--- config.mk ---
export PLATFORM = sky130hd
export DESIGN_NAME = item_scan_ctrl
export DESIGN_NICKNAME = d
export VERILOG_FILES = /design/src/rtl/item_pkg.sv /design/src/rtl/item_evq.sv /design/src/rtl/item_scan_ctrl.sv
export SDC_FILE = /design/constraint.sdc
export NUM_CORES = 1
export LEC_CHECK = 0
export CORE_MARGIN = 2
export CORE_UTILIZATION = 50
export CTS_CLUSTER_DIAMETER = 40
export DETAILED_ROUTE_END_ITERATION = 6
export PLACE_DENSITY = 0.74
export SKIP_LAST_GASP = 1
export SLEW_MARGIN = 20
export SYNTH_ARGS = -nofsm -noshare
export SYNTH_HDL_FRONTEND = slang
export SYNTH_HIERARCHICAL = 1
export SYNTH_SLANG_ARGS = --single-unit
--- constraint.sdc ---
create_clock -name sys_clk -period 6.4 [get_ports sys_clk]
set_input_delay 0.64 -clock sys_clk [delete_from_list [all_inputs] [get_ports sys_clk]]
set_output_delay 0.64 -clock sys_clk [all_outputs]
set_load 0.01 [all_outputs]
--- src/rtl/item_pkg.sv ---
// item_pkg: shared constants and types for the item scan sequencer.
//   ITEM_X / ITEM_Y : world position of each item slot (up to 16 slots)
//   BOX_DEFAULT     : default box extent in pixels
//   scan_state_t    : sequencer state encoding
package item_pkg;

    localparam int BOX_DEFAULT = 12;
    localparam int MAX_ITEMS   = 16;

    localparam logic [9:0] ITEM_X [MAX_ITEMS] = '{
        10'd180, 10'd260, 10'd400, 10'd520, 10'd600, 10'd640, 10'd700, 10'd760,
        10'd820, 10'd880, 10'd940, 10'd40,  10'd100, 10'd160, 10'd220, 10'd280
    };

    localparam logic [9:0] ITEM_Y [MAX_ITEMS] = '{
        10'd290, 10'd290, 10'd250, 10'd300, 10'd280, 10'd260, 10'd240, 10'd300,
        10'd290, 10'd270, 10'd250, 10'd200, 10'd210, 10'd220, 10'd230, 10'd240
    };

    typedef enum logic [1:0] {
        S_IDLE,
        S_SCAN,
        S_STALL
    } scan_state_t;

endpackage

--- src/rtl/item_evq.sv ---
// item_evq: synchronous valid/ready FIFO for touch-event slot indices.
//   clk, rst        : clock, asynchronous active-high reset
//   flush           : empties the queue (priority over push/pop)
//   push, push_data : write request and 4-bit slot index; accepted when
//                     not full, or when full with a pop in the same cycle
//   valid, head     : queue head (registered storage)
//   ready           : consumer takes the head on valid & ready
//   full, empty     : occupancy flags
module item_evq #(
    parameter int DEPTH = 4
) (
    input  logic       clk,
    input  logic       rst,
    input  logic       flush,
    input  logic       push,
    input  logic [3:0] push_data,
    input  logic       ready,
    output logic       valid,
    output logic [3:0] head,
    output logic       full,
    output logic       empty
);

    localparam int PW = (DEPTH > 1) ? $clog2(DEPTH) : 1;
    localparam int CW = $clog2(DEPTH + 1);

    logic [3:0]    mem [DEPTH];
    logic [PW-1:0] wr_ptr;
    logic [PW-1:0] rd_ptr;
    logic [CW-1:0] count;
    logic          pop;
    logic          do_push;

    function automatic logic [PW-1:0] next_ptr(input logic [PW-1:0] p);
        return (p == PW'(DEPTH - 1)) ? '0 : p + 1'b1;
    endfunction

    assign full    = (count == CW'(DEPTH));
    assign empty   = (count == '0);
    assign valid   = !empty;
    assign head    = mem[rd_ptr];
    assign pop     = valid & ready;
    assign do_push = push & (!full | pop);

    always_ff @(posedge clk or posedge rst) begin
        if (rst) begin
            wr_ptr <= '0;
            rd_ptr <= '0;
            count  <= '0;
            for (int unsigned i = 0; i < DEPTH; i++) mem[i] <= '0;
        end else if (flush) begin
            wr_ptr <= '0;
            rd_ptr <= '0;
            count  <= '0;
        end else begin
            if (do_push) begin
                mem[wr_ptr] <= push_data;
                wr_ptr      <= next_ptr(wr_ptr);
            end
            if (pop) rd_ptr <= next_ptr(rd_ptr);
            case ({do_push, pop})
                2'b10:   count <= count + 1'b1;
                2'b01:   count <= count - 1'b1;
                default: count <= count;
            endcase
        end
    end

endmodule

--- src/rtl/item_scan_ctrl.sv ---
// item_scan_ctrl: once per frame tick, walks every item slot with a single
// shared box comparator, retires touched slots and queues their indices.
// Also serves scrolled item coordinates to the renderer.
//   sys_clk, RST          : clock, asynchronous active-high reset
//   frame_tick            : starts a scan (ignored and flagged while busy)
//   char_X, char_Y        : character world position, latched at scan start
//   bg_pos                : background scroll offset for rd_x
//   ev_valid/ev_idx/ev_ready : touch-event queue head handshake
//   rd_idx -> rd_x/rd_y/rd_en : combinational renderer read port
//   item_en               : per-slot enable vector
//   scan_busy, scan_done, overrun : status
//   lvl_restart           : exists only when ITEM_RESPAWN_EN is defined;
//                           re-enables all slots, flushes events, aborts scan
module item_scan_ctrl
    import item_pkg::*;
#(
    parameter int N_ITEMS   = 4,
    parameter int EVQ_DEPTH = 4,
    parameter int BOX       = BOX_DEFAULT
) (
    input  logic               sys_clk,
    input  logic               RST,
    input  logic               frame_tick,
    input  logic [9:0]         char_X,
    input  logic [9:0]         char_Y,
    input  logic [9:0]         bg_pos,
    output logic               ev_valid,
    output logic [3:0]         ev_idx,
    input  logic               ev_ready,
    input  logic [3:0]         rd_idx,
    output logic [9:0]         rd_x,
    output logic [9:0]         rd_y,
    output logic               rd_en,
    output logic [N_ITEMS-1:0] item_en,
`ifdef ITEM_RESPAWN_EN
    input  logic               lvl_restart,
`endif
    output logic               scan_busy,
    output logic               scan_done,
    output logic               overrun
);

    scan_state_t state;
    logic [3:0]  idx;
    logic [9:0]  cx, cy;
    logic [15:0] en_ext;
    logic [15:0] idx_mask;
    logic [10:0] bx, ix, iy, cxw, cyw;
    logic        hit, last, full, empty, pop, push, restart;

    assign en_ext   = 16'(item_en);
    assign idx_mask = 16'd1 << idx;
    assign last     = (idx == 4'(N_ITEMS - 1));
    assign pop      = ev_valid & ev_ready;

`ifdef ITEM_RESPAWN_EN
    assign restart = lvl_restart;
`else
    assign restart = 1'b0;
`endif

    // 11-bit sums so pos+BOX never wraps near the 1023 edge.
    assign bx  = 11'(BOX);
    assign ix  = {1'b0, ITEM_X[idx]};
    assign iy  = {1'b0, ITEM_Y[idx]};
    assign cxw = {1'b0, cx};
    assign cyw = {1'b0, cy};
    assign hit = en_ext[idx] & (cxw + bx >= ix) & (cxw <= ix + bx)
                             & (cyw + bx >= iy) & (cyw <= iy + bx);

    // In STALL the pending slot is pushed only when a pop makes room.
    assign push = !restart & (((state == S_SCAN) & hit & !full) |
                              ((state == S_STALL) & pop));

    item_evq #(.DEPTH(EVQ_DEPTH)) u_evq (
        .clk       (sys_clk),
        .rst       (RST),
        .flush     (restart),
        .push      (push),
        .push_data (idx),
        .ready     (ev_ready),
        .valid     (ev_valid),
        .head      (ev_idx),
        .full      (full),
        .empty     (empty)
    );

    always_ff @(posedge sys_clk or posedge RST) begin
        if (RST) begin
            state     <= S_IDLE;
            idx       <= '0;
            cx        <= '0;
            cy        <= '0;
            item_en   <= '1;
            scan_busy <= 1'b0;
            scan_done <= 1'b0;
            overrun   <= 1'b0;
        end else begin
            scan_done <= 1'b0;
            if (restart) begin
                state     <= S_IDLE;
                idx       <= '0;
                item_en   <= '1;
                scan_busy <= 1'b0;
            end else begin
                if (frame_tick & scan_busy) overrun <= 1'b1;
                case (state)
                    S_IDLE: begin
                        if (frame_tick) begin
                            state     <= S_SCAN;
                            scan_busy <= 1'b1;
                            idx       <= '0;
                            cx        <= char_X;
                            cy        <= char_Y;
                        end
                    end
                    S_SCAN, S_STALL: begin
                        if ((state == S_SCAN) & hit & full) begin
                            state <= S_STALL;
                        end else if ((state == S_SCAN) | pop) begin
                            if (push) item_en <= item_en & ~idx_mask[N_ITEMS-1:0];
                            if (last) begin
                                state     <= S_IDLE;
                                scan_busy <= 1'b0;
                                scan_done <= 1'b1;
                            end else begin
                                state <= S_SCAN;
                                idx   <= idx + 1'b1;
                            end
                        end
                    end
                    default: state <= S_IDLE;
                endcase
            end
        end
    end

    assign rd_x  = ITEM_X[rd_idx] - bg_pos;
    assign rd_y  = ITEM_Y[rd_idx];
    assign rd_en = en_ext[rd_idx];

endmodule
Word-level counts from Yosys, hierarchy flattened --
Memories as Yosys holds them, arrays and structs flattened. Cells that the tools add are included.
Operators by class: add/sub/neg operators 10, magnitude comparators 11, equality and inequality tests 14, shift operators 1, muxes and demuxes 40, bitwise operators 21, reductions and logical operators 13
Operators with widths (count):
- two-way mux 10 bit | 8
- adder 10 x 4 -> 11 bit (second input constant) | 4
- two-way mux 4 bit | 7
- >= comparator 11 x 10 -> 1 bit | 2
- less-or-equal comparator 10 x 11 -> 1 bit | 2
- bitwise mux 16 bit | 1
- bitwise AND 1 bit | 11
- two-way mux 1 bit | 11
- >= comparator 5 bit (second input constant) | 2
- less-than comparator 4 x 5 -> 1 bit (second input constant) | 2
- two-way mux 2 bit | 5
- inequality test 2 bit (second input constant) | 5
- NOT 4 -> 5 bit | 2
- AND reduction 5 bit | 2
- subtractor 10 bit | 1
- binary-select mux 1 bit (select 4 bit) | 2
- binary-select mux 4 bit (select 2 bit) | 1
- demux 4 bit (select 2 bit) | 1
- equality test 2 bit (second input constant) | 4
- one-hot mux 4 bit (2 select lines) | 1
- >= comparator 3 bit (second input constant) | 2
- NOT 2 -> 3 bit | 2
- one-hot mux 3 bit (2 select lines) | 1
- adder 2 x 1 -> 2 bit (second input constant) | 2
- 23 further kinds | 29
Word-level totals: flip-flop bits (word level) 56, ROM bits 640, input bits 38, logic and storage cells 129, memories 4
Memory list:
- (name not given) | words 16, bits a word 10, read ports 1, clocked after Yosys merged registers in 0, write ports 0, RTL line item_scan_ctrl.sv:139 | assign rd_y = ITEM_Y[rd_idx];
- (name not given) | words 16, bits a word 10, read ports 1, clocked after Yosys merged registers in 0, write ports 0, RTL line item_scan_ctrl.sv:138 | assign rd_x = ITEM_X[rd_idx] - bg_pos;
- (name not given) | words 16, bits a word 10, read ports 1, clocked after Yosys merged registers in 0, write ports 0, RTL line item_scan_ctrl.sv:65 | assign iy = {1'b0, ITEM_Y[idx]};
- (name not given) | words 16, bits a word 10, read ports 1, clocked after Yosys merged registers in 0, write ports 0, RTL line item_scan_ctrl.sv:64 | assign ix = {1'b0, ITEM_X[idx]};

Longest topological paths before layout --
Gate-level depths: netlist of run 1.
word-level depth 15, mapped depth 25, mapped depth without buffers 22

Hierarchy --
Netlist of run 1, hierarchy kept.
By module, submodules not included:
- item_scan_ctrl | times used 1, cells an instance 456, area each 3997.6 um2, seq. area each 830.8 um2
- item_evq | times used 1, cells an instance 103, area each 1352.5 um2, seq. area each 575.6 um2

Worst setup path after synthesis of run 1 --
No wires, ideal clock.
path kind register -> register, start point register idx[1], end point register u_evq.count[2], library setup time 0.082 ns, arrival 5.960 ns, required time 6.318 ns, path slack 0.358 ns, stages on the path, launching flop included 25, period minus slack after synthesis 6.042 ns, path through dfrtp_1 clkbuf_1 inv_1 ha_1 mux2_4 mux2_4 nor2_1 nand2_1 nor3_1 xor2_1 ha_1 and3_1 a221oi_1 a21oi_1 and2_1 buf_6 or2_1 buf_2 o21ai_1 buf_2 nor2_1 fa_1 or3b_2 or3_1 a31oi_1
On the way: cells in the longest elaborated chain, start to end 15, elaborated cells between the ends (all ways) 27
Ends and longest elaborated chain:
- from (decl) | RTL line item_scan_ctrl.sv:44 | logic [3:0] idx;
- from (signal assigned) | RTL line item_scan_ctrl.sv:128 | idx <= idx + 1'b1;
- NOT 4 -> 5 bit (not written as such) | RTL line item_scan_ctrl.sv:64, item_scan_ctrl.sv:65
- memory read (16 x 10 bit)
- two-way mux 10 bit (not written as such) (2 in series) | RTL line item_scan_ctrl.sv:64
- adder 10 x 4 -> 11 bit / >= comparator 11 x 10 -> 1 bit (equally long branches) | RTL line item_scan_ctrl.sv:68 | assign hit = en_ext[idx] & (cxw + bx >= ix) & (cxw <= ix + bx)
- less-or-equal comparator 10 x 11 -> 1 bit / bitwise AND 1 bit (equally long branches) | RTL line item_scan_ctrl.sv:68
- bitwise AND 1 bit | RTL line item_scan_ctrl.sv:68
- bitwise AND 1 bit | RTL line item_scan_ctrl.sv:69 | & (cyw + bx >= iy) & (cyw <= iy + bx);
- bitwise AND 1 bit * | RTL line item_scan_ctrl.sv:69
- bitwise AND 1 bit * (2 in series) | RTL line item_scan_ctrl.sv:72 | assign push = !restart & (((state == S_SCAN) & hit & !full) |
- bitwise OR 1 bit * | RTL line item_scan_ctrl.sv:72
- net push | RTL line item_scan_ctrl.sv:49 | logic hit, last, full, empty, pop, push, restart;
- bitwise AND 1 bit * | RTL line item_evq.sv:43 | assign do_push = push & (!full | pop);
- equality test 2 x 1 -> 1 bit / equality test 2 bit (equally long branches) | RTL line item_evq.sv:61 | case ({do_push, pop})
- one-hot mux 3 bit (2 select lines) / nonzero test 2 bit (equally long branches)
- to (signal assigned) | RTL line item_evq.sv:62 | 2'b10: count <= count + 1'b1;
- to (signal assigned) | RTL line item_evq.sv:63 | 2'b01: count <= count - 1'b1;
- to (signal assigned) | RTL line item_evq.sv:64 | default: count <= count;
- to (decl) | RTL line item_evq.sv:30 | logic [CW-1:0] count;
Mark *: on every way through the listed nets, which the timed path passes. The rest lies on a longest branch. The select of a mux whose other input is x is not followed. A chain may end at the register's enable or synchronous reset.

Final worst setup path of run 1 --
start point register idx[0], end point register u_evq.count[2]
Same word-level chain as after synthesis.

==> qor.csv, run 1 <==
metric,value,unit
outcome,"complete, no violations",
layout cells sized above 1,11.26,%
Core Box Area,10370,µm²
via count,4268,
WL/cell,15.99,µm
Worst EP required,6.64,ns
design area,6171,µm²
reg2reg start,idx[0],
Yosys warning count,6,
Slew HR,41.57,%
crit path kind,register to register,
PortBufs,68,
R2R depth,20,
period utilization,90.24,%
cells along the critical path,inv_1 -> ha_1 -> mux2_4 -> mux2_4 -> nor2_1 -> nand2_1 -> nor3_1 -> xor2_1 -> ha_1 -> and3_1 -> a221oi_1 -> a21oi_1 -> and2_1 -> or2_1 -> o21ai_1 -> nor2_1 -> fa_1 -> or3b_2 -> or3_1 -> a31oi_1,
dpl hpwl,9411,µm
CTS root buffer,clkbuf_8,
RSZ-0062 raised after global routing,false,
Post CTS Setup Buffer Count,0,
Worst Path Arrival,6.02,ns
CTS Hold Bufs,0,
Finished Layout Cells,749,
WL final,11980,µm
largest net degree at the start of global routing,34,
crit end category,register,
pwr/cell area,399.6,nW/µm²
Fill cells,916,
Worst-path clk slew,0.10,ns
post-synthesis cell area,5346,µm²
top-level I/O count,71,
vias in the first global route,4303,
Area after DPL,6078,µm²
hold path startpoint,overrun,
clock buffer depth,2,
cells after synthesis,558,
num rows,37,
Pins Over Slew Limit,0,
vias per inst,5.698,
"Avg Cell Area, Syn",9.581,µm²
WHS Path Cells,1,
first-pass detailed-route iteration total,4,
Setup TNS,0,ns
Tmin final,5.776,ns
CP max-delay cell,dfrtp_1,
initial antenna violation count,0,
gr ovfl total,0,
Slowest Stage Delay on Critical Path,0.71,ns
TritonCTS Buffers,5,
# setup viols final,0,
Placed Instances,741,
CTS tree,yes,
H-Tree Level Count,2,
Leak Pwr,2.813,nW
Critical Path Start Type,register,
Post-DRT Antenna Nets,0,
crit-path max FO,16,
die area,11540,µm²
clk sink count,56,
Placer Congestion,0.8661,
Layout area overhead,15.42,%
DRC,0,
launch point of the worst path,idx[0],
Setup Skew,0.006504,ns
Initial Util,51.56,%
VDD IR-drop max,243.8,µV
Worst Max-Slew Pin Slew,0.8764,ns
Total GRT Usage,21.68,%
Die X,107.4,µm
Ant. Diodes,0,
Max Cap Viol,0,
Die Ht,107.4,µm
Post-CTS Resized,0,
DRT iter0 DRCs,290,
first-pass GRT wire length,20560,µm
Max Fclk,173.1,MHz
Clock Latency Late Sink,0.32,ns
Hold/Removal Path Class,register to register,
Post-layout nets,727,
Final Hold Vio Count,0,
Finished Core Util,59.51,%
[per-layer routing]
metal | GRT usage, % | up-vias | share of wire, %
met5 | 0 | - | 0
met4 | 4.670 | 0 | 1.5
met3 | 2.603 | 19 | 3.0
met2 | 36.03 | 85 | 49
met1 | 30.41 | 2066 | 47
li1 | - | 2098 | -
[per-stage QoR]
stage                     hold slack (ns)  setup slack, ns  power [W]
final                              0.4715           0.6244   0.002466
after global routing               0.4960           0.1515   0.002722
after CTS                          0.4747           0.6840   0.002468
after detailed placement           0.4484           0.7365   0.002250
after global placement             0.4493           0.9620   0.002190
after floorplan                    0.4587           0.3580   0.001840
[critical path: cells and delay by family, from the launching register on]
kind	cells	cell delay (ns)
mux	2	0.59
xor+xnor	1	0.20
fa+ha+maj	3	1.09
buf+inv	1	0.26
compound gates	4	0.78
flops	1	0.71
simple gates	9	2.07
[report_power, final]
group          switching, W  internal, W  total [W]
Sequential         0.000141     0.000436   0.000577
Combinational      0.000912     0.000778    0.00169
Clock              0.000121    0.0000778   0.000199
Total               0.00117      0.00129    0.00247
[path summary, 6_finish.rpt]
check,to,slack [ns]
max,u_evq/count[2],0.62
min,overrun,0.47
max reg2reg,u_evq/count[2],0.62
min reg2reg,overrun,0.47
max in group asynchronous,u_evq/rd_ptr[1],4.99
min in group asynchronous,idx[0],0.80
[layout by cell type (no fill, tap or decap), types with 7 or more instances in the layout]
| cell type | count |
|---|---|
| dfrtp_1 | 52 |
| xnor2_1 | 18 |
| nor2_1 | 30 |
| nand2_1 | 35 |
| mux2_1 | 8 |
| ha_1 | 76 |
| inv_1 | 45 |
| mux2_4 | 10 |
| mux4_2 | 7 |
| mux2_2 | 24 |
| clkdlybuf4s50_1 | 68 |
| xor2_1 | 15 |
| nand3_1 | 11 |
| nor2b_1 | 7 |
| a21o_1 | 8 |
| nor3_1 | 8 |
| a21oi_1 | 32 |
| o21ai_0 | 26 |
| mux2i_1 | 13 |
[final cells by class]
cell class | instances | area [µm²] | area share (%)
Clock buffer | 5 | 68.82 | 1.115
Clock inverter | 3 | 23.77 | 0.3852
Inverter | 45 | 168.9 | 2.737
Multi-Input combinational cell | 432 | 3622 | 58.70
Sequential cell | 56 | 1406 | 22.79
Tap cell | 136 | 170.2 | 2.757
Timing Repair Buffer | 72 | 710.7 | 11.52
[sequential cells by signal, indices dropped and copies added, names as in the netlist]
name	count
cy	10
cx	10
u_evq/count	3
idx	4
u_evq/mem	16
u_evq/wr_ptr	2
u_evq/rd_ptr	2
scan_busy	1
state	2
scan_done	1
overrun	1
item_en	4
(Power assumes the default switching activity.)
==> run 2, diff against run 1 <==
- clock period: 6.4 -> 4.9 ns (I/O delays scaled with it)
==> qor.csv, run 2 (synthesized netlist as in run 1, its figures left out) <==
metric,value,unit,change
Initial Util,51.56,%,unchanged
TritonCTS Buffers,5,,unchanged
Tmin final,4.719,ns,-1.057 ns
DRC,0,,unchanged
initial antenna violation count,0,,unchanged
die area,11540,µm²,unchanged
RSZ-0062 raised after global routing,true,,
DRT iter0 DRCs,229,,-21%
Worst Path Arrival,4.97,ns,-1.05 ns
Final Hold Vio Count,0,,unchanged
Core Box Area,10370,µm²,unchanged
Max Cap Viol,0,,unchanged
vias in the first global route,4335,,+0.74%
Hold/Removal Path Class,register to register,,
H-Tree Level Count,2,,unchanged
layout cells sized above 1,19.22,%,+8.0 points
Placer Congestion,0.9328,,+7.7%
Worst-path clk slew,0.11,ns,about the same
"commonest cells after routing, fill and taps aside","ha_1 (72), clkdlybuf4s50_1 (68), dfrtp_1 (50)",,
Layout area overhead,22.44,%,
Post-layout nets,759,,+4.4%
crit end category,register,,
CTS tree,yes,,
clock buffer depth,2,,unchanged
Critical Path Start Type,register,,
Placed Instances,764,,+3.1%
crit-path max FO,7,,-9
Worst Max-Slew Pin Slew,0.8638,ns,-0.01263 ns
max reg flops,16,,unchanged
crit path kind,register to register,,
# setup viols final,0,,unchanged
largest net degree at the start of global routing,34,,unchanged
VDD IR-drop max,400.7,µV,+64%
Leak Pwr,2.979,nW,+5.9%
first-pass detailed-route iteration total,5,,+1
outcome,"complete, no violations",,
worst hold slack,0.4696,ns,-0.001804 ns
Ant. Diodes,0,,unchanged
Die X,107.4,µm,unchanged
"most common cell after layout, fill and taps aside",ha_1,,
WL final,12150,µm,+1.5%
Finished Core Util,63.13,%,+3.6 points
largest registers,"u_evq/mem x16, cx x10, cy x10",,
most flop-heavy register,u_evq/mem,,
vias per inst,5.716,,+0.31%
WL/cell,15.56,µm,-2.7%
clk sink count,56,,unchanged
Setup WS post-layout,0.1812,ns,-0.4432 ns
via count,4464,,+4.6%
design area,6546,µm²,+6.1%
Pins Over Slew Limit,0,,unchanged
Total GRT Usage,21.75,%,+0.064 points
CTS root buffer,clkbuf_8,,
num rows,37,,unchanged
Finished Layout Cells,781,,+4.3%
first-pass GRT wire length,20510,µm,-0.24%
Slew HR,42.35,%,+0.78 points
dpl hpwl,9560,µm,+1.6%
PortBufs,68,,unchanged
period utilization,96.30,%,+6.1 points
Fill cells,882,,-3.7%
DP Worst Slack,0.09814,ns,-0.6383 ns
pwr/cell area,554.7,nW/µm²,+39%
top-level I/O count,71,,unchanged
Post-DRT Antenna Nets,0,,unchanged
Area after DPL,6316,µm²,+3.9%
Worst EP required,5.15,ns,-1.49 ns
CTS Hold Bufs,0,,unchanged
Clock Latency Late Sink,0.32,ns,about the same
gr ovfl total,0,,unchanged
Setup Skew,0.008224,ns,+0.001721 ns
Max Fclk,211.9,MHz,+22%
Die Ht,107.4,µm,unchanged
-- run 2: cell count changes in the layout (fill, tap and decap cells not counted), sizes merged --
cell,delta
buf,+32
clkinvlp,-1
inv,+1
-- run 2: repair_timing --
| action | CTS | global route |
|---|---|---|
| setup endpoints to repair | 0 | 1 |
| resized for setup | 0 | 14 |
| buffers inserted | 0 | 9 |
-- run 2: where the power goes --
group,switching (W),total [W],leakage (nW),internal [W]
combinational,0.00135,0.00261,2.23,0.00126
sequential,0.000168,0.000740,0.704,0.000572
clock,0.000173,0.000279,0.0463,0.000106
total,0.00169,0.00363,2.98,0.00194
-- run 2: critical path, cell delays in order (launching register included) --
cell and delay [ns]:
dfrtp_2 0.52, inv_8 0.11, buf_4 0.11, ha_1 0.14, mux2i_1 0.07, o21ai_1 0.40
a21oi_1 0.13, xor2_1 0.18, ha_1 0.31, and4_1 0.19, a21o_1 0.21, a221oi_4 0.29
a21oi_2 0.09, and2_1 0.18, or2_4 0.25, o21ai_4 0.16, nor2_4 0.06, fa_2 0.38
or3b_4 0.40, or3_1 0.30, a31oi_1 0.17
-- run 2: worst paths after layout --
check | end | start | slack, ns | depth (start not counted)
max in group asynchronous | u_evq/mem[2] | RST | 3.69 | 2
worst max-delay path | u_evq/count[2] | idx[1] | 0.18 | 20
min in group asynchronous | state[1] | RST | 0.59 | 3
worst min-delay path | overrun | overrun | 0.47 | 1
worst min register to register | overrun | overrun | 0.47 | 1
worst max register to register | u_evq/count[2] | idx[1] | 0.18 | 20
-- run 2: area by class of cell --
type | instances | area, µm² | share of cell area, %
Sequential cell | 56 | 1409 | 21.52
Multi-Input combinational cell | 432 | 3741 | 57.15
Tap cell | 136 | 170.2 | 2.599
Clock buffer | 5 | 68.82 | 1.051
Timing Repair Buffer | 104 | 950.9 | 14.53
Clock inverter | 3 | 27.53 | 0.4205
Inverter | 45 | 178.9 | 2.733
-- run 2: layer usage --
metal,GRT usage (%),part of all wire (%),vias up
met4,6.502,1.9,0
met2,36.98,48,142
li1,-,-,2158
met3,2.421,4.3,23
met5,0,0,-
met1,29.18,46,2141
-- run 2: per-stage QoR --
| step | setup TNS (ns) | power, W |
|---|---|---|
| CTS | 0 | 0.003457 |
| finish | 0 | 0.003631 |
| global placement | 0 | 0.003060 |
| detailed placement | 0 | 0.003159 |
| global route | -0.05728 | 0.003966 |
| floorplan | -0.2418 | 0.002471 |
